**src/rtl/pad_cfg_pkg.sv**
```systemverilog
// Shared definitions for the serial pad-configuration loader: frame field
// positions, counter limits, reset configuration and the FSM state type.
package pad_cfg_pkg;

    localparam int CFG_W   = 6;
    localparam int FRAME_W = 16;

    // Field positions inside a complete 16-bit frame
    localparam int R_BIT   = 15;
    localparam int IDX_MSB = 14;
    localparam int IDX_LSB = 9;
    localparam int IDX_W   = IDX_MSB - IDX_LSB + 1;

    // After 8 shifted bits the R flag and index sit lower in the shifter
    localparam int RD_R_BIT   = 7;
    localparam int RD_IDX_LSB = 1;
    localparam int RD_W       = 8;

    // Bit positions of {oe, cs, sl, pu, pd, ie} inside a pad config word
    localparam int CFG_OE = 5;
    localparam int CFG_CS = 4;
    localparam int CFG_SL = 3;
    localparam int CFG_PU = 2;
    localparam int CFG_PD = 1;
    localparam int CFG_IE = 0;

    localparam int CNT_W = 5;
    localparam logic [CNT_W-1:0] CNT_FULL    = 5'd16;
    localparam logic [CNT_W-1:0] CNT_MAX     = 5'd17;
    localparam logic [CNT_W-1:0] CNT_RD_PRE  = 5'd7;
    localparam logic [CNT_W-1:0] CNT_RD_LOAD = 5'd8;

    // Input enable on, everything else off
    localparam logic [CFG_W-1:0] CFG_RST = 6'b000001;

    typedef enum logic [1:0] {
        ST_IDLE  = 2'd0,
        ST_SHIFT = 2'd1,
        ST_CHECK = 2'd2
    } state_e;

    // Bit counter stops at 17 so any over-length frame stays distinguishable
    function automatic logic [CNT_W-1:0] cnt_inc(input logic [CNT_W-1:0] c);
        return (c == CNT_MAX) ? c : c + 5'd1;
    endfunction

endpackage

```
**src/rtl/pad_cfg_loader_sync_edge.sv**
```systemverilog
// sync_edge: multi-stage synchronizer for one asynchronous pin, plus an
// extra register that turns level changes into one-cycle rise/fall pulses.
module sync_edge #(
    parameter int   STAGES  = 2,
    parameter logic RST_VAL = 1'b0
) (
    input  logic clk_i,
    input  logic rst_n,
    input  logic din,
    output logic level,
    output logic rise,
    output logic fall
);

    logic [STAGES-1:0] sync_q, sync_d;
    logic              prev_q, prev_d;

    // Shift the pin through the synchronizer; remember last synced level
    always_comb begin
        sync_d = {sync_q[STAGES-2:0], din};
        prev_d = sync_q[STAGES-1];
    end

    // Reset to the pin's idle level so release never fakes an edge
    always_ff @(posedge clk_i) begin
        if (!rst_n) begin
            sync_q <= {STAGES{RST_VAL}};
            prev_q <= RST_VAL;
        end else begin
            sync_q <= sync_d;
            prev_q <= prev_d;
        end
    end

    assign level = sync_q[STAGES-1];
    assign rise  = level & ~prev_q;
    assign fall  = ~level & prev_q;

endmodule

```
**src/rtl/pad_cfg_loader.sv**
```systemverilog
// pad_cfg_loader: receives 16-bit addressed frames on a slow three-wire
// serial port (sampled through io_in) and holds a 6-bit config per pad.
// Optional feature macro: PAD_CFG_READBACK_EN (read frames shift the
// addressed pad config back out on cfg_sdo).
module pad_cfg_loader
    import pad_cfg_pkg::*;
#(
    parameter int NPADS       = 43,
    parameter int SYNC_STAGES = 2
) (
    input  logic             clk_i,
    input  logic             rst_n,
    input  logic             cfg_sck,
    input  logic             cfg_sdi,
    input  logic             cfg_csn,
    output logic             cfg_sdo,
    output logic             cfg_sdo_oe,
    input  logic             err_clr,
    output logic             frame_err,
    output logic             commit,
    output logic [NPADS-1:0] io_oe,
    output logic [NPADS-1:0] io_cs,
    output logic [NPADS-1:0] io_sl,
    output logic [NPADS-1:0] io_pu,
    output logic [NPADS-1:0] io_pd,
    output logic [NPADS-1:0] io_ie
);

    logic sck_lvl, sck_rise, sck_fall;
    logic sdi_lvl, sdi_rise, sdi_fall;
    logic csn_lvl, csn_rise, csn_fall;

    sync_edge #(.STAGES(SYNC_STAGES), .RST_VAL(1'b0)) u_sync_sck (
        .clk_i(clk_i), .rst_n(rst_n), .din(cfg_sck),
        .level(sck_lvl), .rise(sck_rise), .fall(sck_fall)
    );
    sync_edge #(.STAGES(SYNC_STAGES), .RST_VAL(1'b0)) u_sync_sdi (
        .clk_i(clk_i), .rst_n(rst_n), .din(cfg_sdi),
        .level(sdi_lvl), .rise(sdi_rise), .fall(sdi_fall)
    );
    sync_edge #(.STAGES(SYNC_STAGES), .RST_VAL(1'b1)) u_sync_csn (
        .clk_i(clk_i), .rst_n(rst_n), .din(cfg_csn),
        .level(csn_lvl), .rise(csn_rise), .fall(csn_fall)
    );

    state_e                        state_q, state_d;
    logic [CNT_W-1:0]              cnt_q, cnt_d;
    logic [FRAME_W-1:0]            sh_q, sh_d;
    logic [NPADS-1:0][CFG_W-1:0]   cfg_q, cfg_d;
    logic                          commit_q, commit_d;
    logic                          frame_err_q, frame_err_d;
    logic                          err_set;

    // Decode of the captured frame, only meaningful in CHECK
    logic [IDX_W-1:0] idx;
    logic [31:0]      idx_ext;
    logic             len_ok, read_frame, idx_ok, frame_ok;

    assign idx        = sh_q[IDX_MSB:IDX_LSB];
    assign idx_ext    = 32'(idx);
    assign len_ok     = (cnt_q == CNT_FULL);
    assign read_frame = len_ok & sh_q[R_BIT];
    assign idx_ok     = (idx_ext < 32'(NPADS));
    assign frame_ok   = len_ok & ~sh_q[R_BIT] & idx_ok;

    // Frame FSM: collect bits while csn is low, judge the frame on csn rise
    always_comb begin
        state_d     = state_q;
        cnt_d       = cnt_q;
        sh_d        = sh_q;
        cfg_d       = cfg_q;
        commit_d    = 1'b0;
        frame_err_d = frame_err_q;
        err_set     = 1'b0;
        case (state_q)
            ST_IDLE: begin
                if (!csn_lvl) begin
                    state_d = ST_SHIFT;
                    cnt_d   = '0;
                    sh_d    = '0;
                end
            end
            ST_SHIFT: begin
                if (csn_rise) begin
                    state_d = ST_CHECK;
                end else if (sck_rise) begin
                    sh_d  = {sh_q[FRAME_W-2:0], sdi_lvl};
                    cnt_d = cnt_inc(cnt_q);
                end
            end
            ST_CHECK: begin
                state_d = ST_IDLE;
                if (frame_ok) begin
                    commit_d = 1'b1;
                    for (int i = 0; i < NPADS; i++) begin
                        if (idx_ext == i) cfg_d[i] = sh_q[CFG_W-1:0];
                    end
                end else if (!read_frame) begin
                    err_set = 1'b1;
                end
            end
            default: state_d = ST_IDLE;
        endcase
        // A new error in the same cycle as err_clr keeps the flag set
        if (err_set)      frame_err_d = 1'b1;
        else if (err_clr) frame_err_d = 1'b0;
    end

    // State, shifter, pad configuration and status registers
    always_ff @(posedge clk_i) begin
        if (!rst_n) begin
            state_q     <= ST_IDLE;
            cnt_q       <= '0;
            sh_q        <= '0;
            cfg_q       <= {NPADS{CFG_RST}};
            commit_q    <= 1'b0;
            frame_err_q <= 1'b0;
        end else begin
            state_q     <= state_d;
            cnt_q       <= cnt_d;
            sh_q        <= sh_d;
            cfg_q       <= cfg_d;
            commit_q    <= commit_d;
            frame_err_q <= frame_err_d;
        end
    end

    assign commit    = commit_q;
    assign frame_err = frame_err_q;

    for (genvar i = 0; i < NPADS; i++) begin : g_pad
        assign io_oe[i] = cfg_q[i][CFG_OE];
        assign io_cs[i] = cfg_q[i][CFG_CS];
        assign io_sl[i] = cfg_q[i][CFG_SL];
        assign io_pu[i] = cfg_q[i][CFG_PU];
        assign io_pd[i] = cfg_q[i][CFG_PD];
        assign io_ie[i] = cfg_q[i][CFG_IE];
    end

`ifdef PAD_CFG_READBACK_EN
    logic [RD_W-1:0]  rd_sh_q, rd_sh_d;
    logic             sdo_oe_q, sdo_oe_d;
    logic [IDX_W-1:0] rd_idx;
    logic [31:0]      rd_idx_ext;
    logic [CFG_W-1:0] rd_cfg;

    // Index as it will sit in the shifter once the 8th bit is taken
    assign rd_idx     = sh_d[RD_R_BIT-1:RD_IDX_LSB];
    assign rd_idx_ext = 32'(rd_idx);

    // Load the addressed config at bit 8 of a read frame, then present one
    // bit per sck fall so the master samples it on the following rise
    always_comb begin
        rd_sh_d  = rd_sh_q;
        sdo_oe_d = sdo_oe_q;
        rd_cfg   = '0;
        for (int i = 0; i < NPADS; i++) begin
            if (rd_idx_ext == i) rd_cfg = cfg_q[i];
        end
        case (state_q)
            ST_SHIFT: begin
                if (!csn_rise && sck_rise && cnt_q == CNT_RD_PRE && sh_d[RD_R_BIT]) begin
                    rd_sh_d  = {2'b00, rd_cfg};
                    sdo_oe_d = 1'b1;
                end else if (!csn_rise && sck_fall && sdo_oe_q && cnt_q > CNT_RD_LOAD) begin
                    rd_sh_d = {rd_sh_q[RD_W-2:0], 1'b0};
                end
            end
            default: begin
                rd_sh_d  = '0;
                sdo_oe_d = 1'b0;
            end
        endcase
    end

    // Readback output shifter
    always_ff @(posedge clk_i) begin
        if (!rst_n) begin
            rd_sh_q  <= '0;
            sdo_oe_q <= 1'b0;
        end else begin
            rd_sh_q  <= rd_sh_d;
            sdo_oe_q <= sdo_oe_d;
        end
    end

    assign cfg_sdo    = rd_sh_q[RD_W-1];
    assign cfg_sdo_oe = sdo_oe_q;
`else
    assign cfg_sdo    = 1'b0;
    assign cfg_sdo_oe = 1'b0;
`endif

    // Edge pulses not needed by this block
    logic unused_edges;
    assign unused_edges = ^{sdi_rise, sdi_fall, csn_fall, sck_lvl, sck_fall};

endmodule

```
**config.mk**
```make
export PLATFORM = sky130hd
export DESIGN_NAME = pad_cfg_loader
export DESIGN_NICKNAME = d
export VERILOG_FILES = /design/src/rtl/pad_cfg_pkg.sv /design/src/rtl/pad_cfg_loader_sync_edge.sv /design/src/rtl/pad_cfg_loader.sv
export SDC_FILE = /design/constraint.sdc
export NUM_CORES = 1
export LEC_CHECK = 0
export ABC_AREA = 1
export CORE_AREA = 2 2 236 238
export DETAILED_ROUTE_END_ITERATION = 6
export DIE_AREA = 0 0 238 240
export PLACE_DENSITY_LB_ADDON = 0.2
export SYNTH_ARGS = -nofsm -noshare
export SYNTH_HDL_FRONTEND = slang
export SYNTH_SLANG_ARGS = --single-unit
```
**constraint.sdc**
```tcl
create_clock -name clk_i -period 1.45 [get_ports clk_i]
set_input_delay 0.29 -clock clk_i [delete_from_list [all_inputs] [get_ports clk_i]]
set_output_delay 0.29 -clock clk_i [all_outputs]
set_load 0.02 [all_outputs]
```
==> out/qor.yml <==
yosys.area.top_type: "dfxtp_1"
hpwl_um: 31900
hold_viol: 0
fp-row-count: 86
timing.final.ws_setup_ps: -300
antenna_found_initial: 0
syn_to_final_growth_pct: 44.1
grt_pass1_wl_um: 72300
status: "complete, but fails checks"
grt_overflow: 0
vias_per_cell: 4.24
yosysMostFrequentCell: "nand2_1"
ys_top_cells_by_area: "dfxtp_1 43%, nand2_1 15%, inv_1 10%"
timing.rr.start: "cnt_q[1]"
setup_viol_count_final: 265
crit_fanout: 8
core_area_um2: 54700
grt_use_total: 0.163
r2r-end: "io_cs[22]"
wl_per_cell_um: 15.3
finalCriticalPeriod_ps: 1750
power.total_uw: 17800
critPathArrivalTime_ps: 2190
syn_avg_cell_area_um2: 6.69
filler_cell_count: 5780
leakage_uw: 0.00981
finalCritPeriodShare: 1.21
ys_seq_elements: 291
relSlewSlack: 0.662
rsz0062_at_grt: "true"
ant_nets: 0
worstSkewPairLatency_ps: 550
grt_pass1_vias: 12600
fin_skew_ps: 14.4
met2_usage: 0.276
min_from: "rst_n"
fmax_mhz: 571
worstPathRequired_ps: 1890
numCtsBuffers: 38
ir_drop_mv: 0.608
ys_types: 28
clk_pin_slew_ps: 60
grt_busiest_layer: "met2"
synth_ff_type: "dfxtp_1"
slew_viol_final: 0
netlist_top_cells_count: "546 x nand2_1, 373 x inv_1, 324 x nor2_1"
vias: 13200
cts_tree: "yes"
dieArea_um2: 57100
worst_pin_slew_ps: 506
io_pins: 268
syn_area_um2: 13500
hold_depth: 2
crit_type: "reg2reg"
max-clock-path-buffers: 3
clock-root-buffer: "clkbuf_16"
startpoint_type: "register"
grt_max_degree: 103
use_met3: 0.0437
start_util: 0.247
post-route-drc-count: 0
ys_warn_count: 0
violations: "negative setup slack"
diodes: 0
reg2regPathDepth: 11
end_kind: "register"
nNetsFinal: 2397
cap_violations: 0
synth_edf_count: 0
first_pass_iters: 5
routed_wirelength_um: 47700
cts.sinks: 291
io_buffers: 265
syn_inst: 2018
yosysSeqAreaShare: 0.432
met1_usage: 0.202
r2r_slack_ps: -300
htreeDepth: 2
die_h_um: 240
holdCritPathClass: "in2reg"
powerDensity_nw_per_um2: 917
drtIter0Drc: 551
fp.dieW_um: 238
place_congestion: 0.766
min_to: "io_ie[15]"
drive_gt1_frac: 0.293
synth_top_area_share: 0.432
fin_setup_tns_ps: -52650
async_flop_share: 0
-- logic make-up (layout without fill, tap and decap cells) --
kind of cell,after synthesis,count (layout),share of synthesized area
buffers and inverters,512,908,0.152
XOR/XNOR,3,3,0.00195
AO/OA/AOI/OAI,25,25,0.00927
other,1,2,0.000278
adder cells (fa/ha/maj),3,3,0.00278
AND/OR/NAND/NOR,1183,1183,0.402
flip-flops,291,291,0.432
-- metal layers --
| layer | up-vias | part of all wire |
|---|---|---|
| met5 | - | 0 |
| met3 | 73 | 0.068 |
| met4 | 0 | 0.022 |
| li1 | 6868 | - |
| met1 | 5987 | 0.45 |
| met2 | 298 | 0.46 |
-- area by class of cell --
class,count,area [µm²],area share
well taps,704,881,0.0453
multi-input cells,1216,6220,0.320
clock inverters,11,88.8,0.00457
repair buffers,458,3810,0.196
inverters,383,1440,0.0739
clock buffers,56,1160,0.0598
flip-flops and latches,291,5840,0.300
-- how the worst max path moves through the flow --
stage                     startpoint   endpoint  slack [ps]
after floorplan             cnt_q[0]  io_ie[16]         -30
after global placement      sh_q[13]  io_cs[22]        -280
after detailed placement    cnt_q[0]   io_cs[3]        -340
after CTS                   cnt_q[0]  io_oe[37]        -250
after global routing        cnt_q[1]  io_pd[22]        -410
final                       cnt_q[1]  io_cs[22]        -300
-- cell usage in the layout (no fill, tap or decap), drive strengths merged, types with 3 or more instances in the layout --
master         instances
o21ai                  3
clkdlybuf4s50          4
buf                  450
clkbuf                59
dfxtp                291
nand2                548
nand4                178
ha                     3
a21oi                 22
nand3                 94
nor2                 358
clkinv                14
inv                  377
-- sequential cells by signal, summed over array words and instances (netlist names), 5 cells and up --
register and cells:
io_oe 43, io_pd 43, cnt_q 5, sh_q 16
io_ie 43, io_cs 43, io_sl 43, io_pu 43
-- per-stage QoR --
stage	utilization	cell area, µm²	setup WS [ps]	instances	hold WS [ps]
final	0.356	19400	-300	3119	37.5
after CTS	0.349	19100	-255	3101	3.46
after global placement	0.329	18000	-278	3002	398
after detailed placement	0.329	18000	-335	3002	399
after floorplan	-	13600	-30.9	2019	388
after global routing	0.356	19400	-413	3119	36.0
-- power breakdown --
part | internal [µW] | leakage [µW] | switching (µW)
clock | 5720 | 0.000617 | 3730
sequential | 8010 | 0.00235 | 4.88
combinational | 123 | 0.00685 | 243
-- what timing repair did --
item,CTS,global route
endpoints found under the setup margin,518,283
cloned,17,3
gates resized for setup,1198,103
buffers inserted,15,19
hold buffers,0,0
pin swaps,32,81
-- critical path, stage by stage (launching register included) --
cell       delay [ps]
dfxtp_2           320
inv_2              70
ha_4              140
nand3_4            80
nor2_4            180
buf_6             130
buf_12            130
buf_12            140
nand3_4           120
clkbuf_16         180
nor2_1             80
nor2_1             50
(Power assumes the default switching activity.)
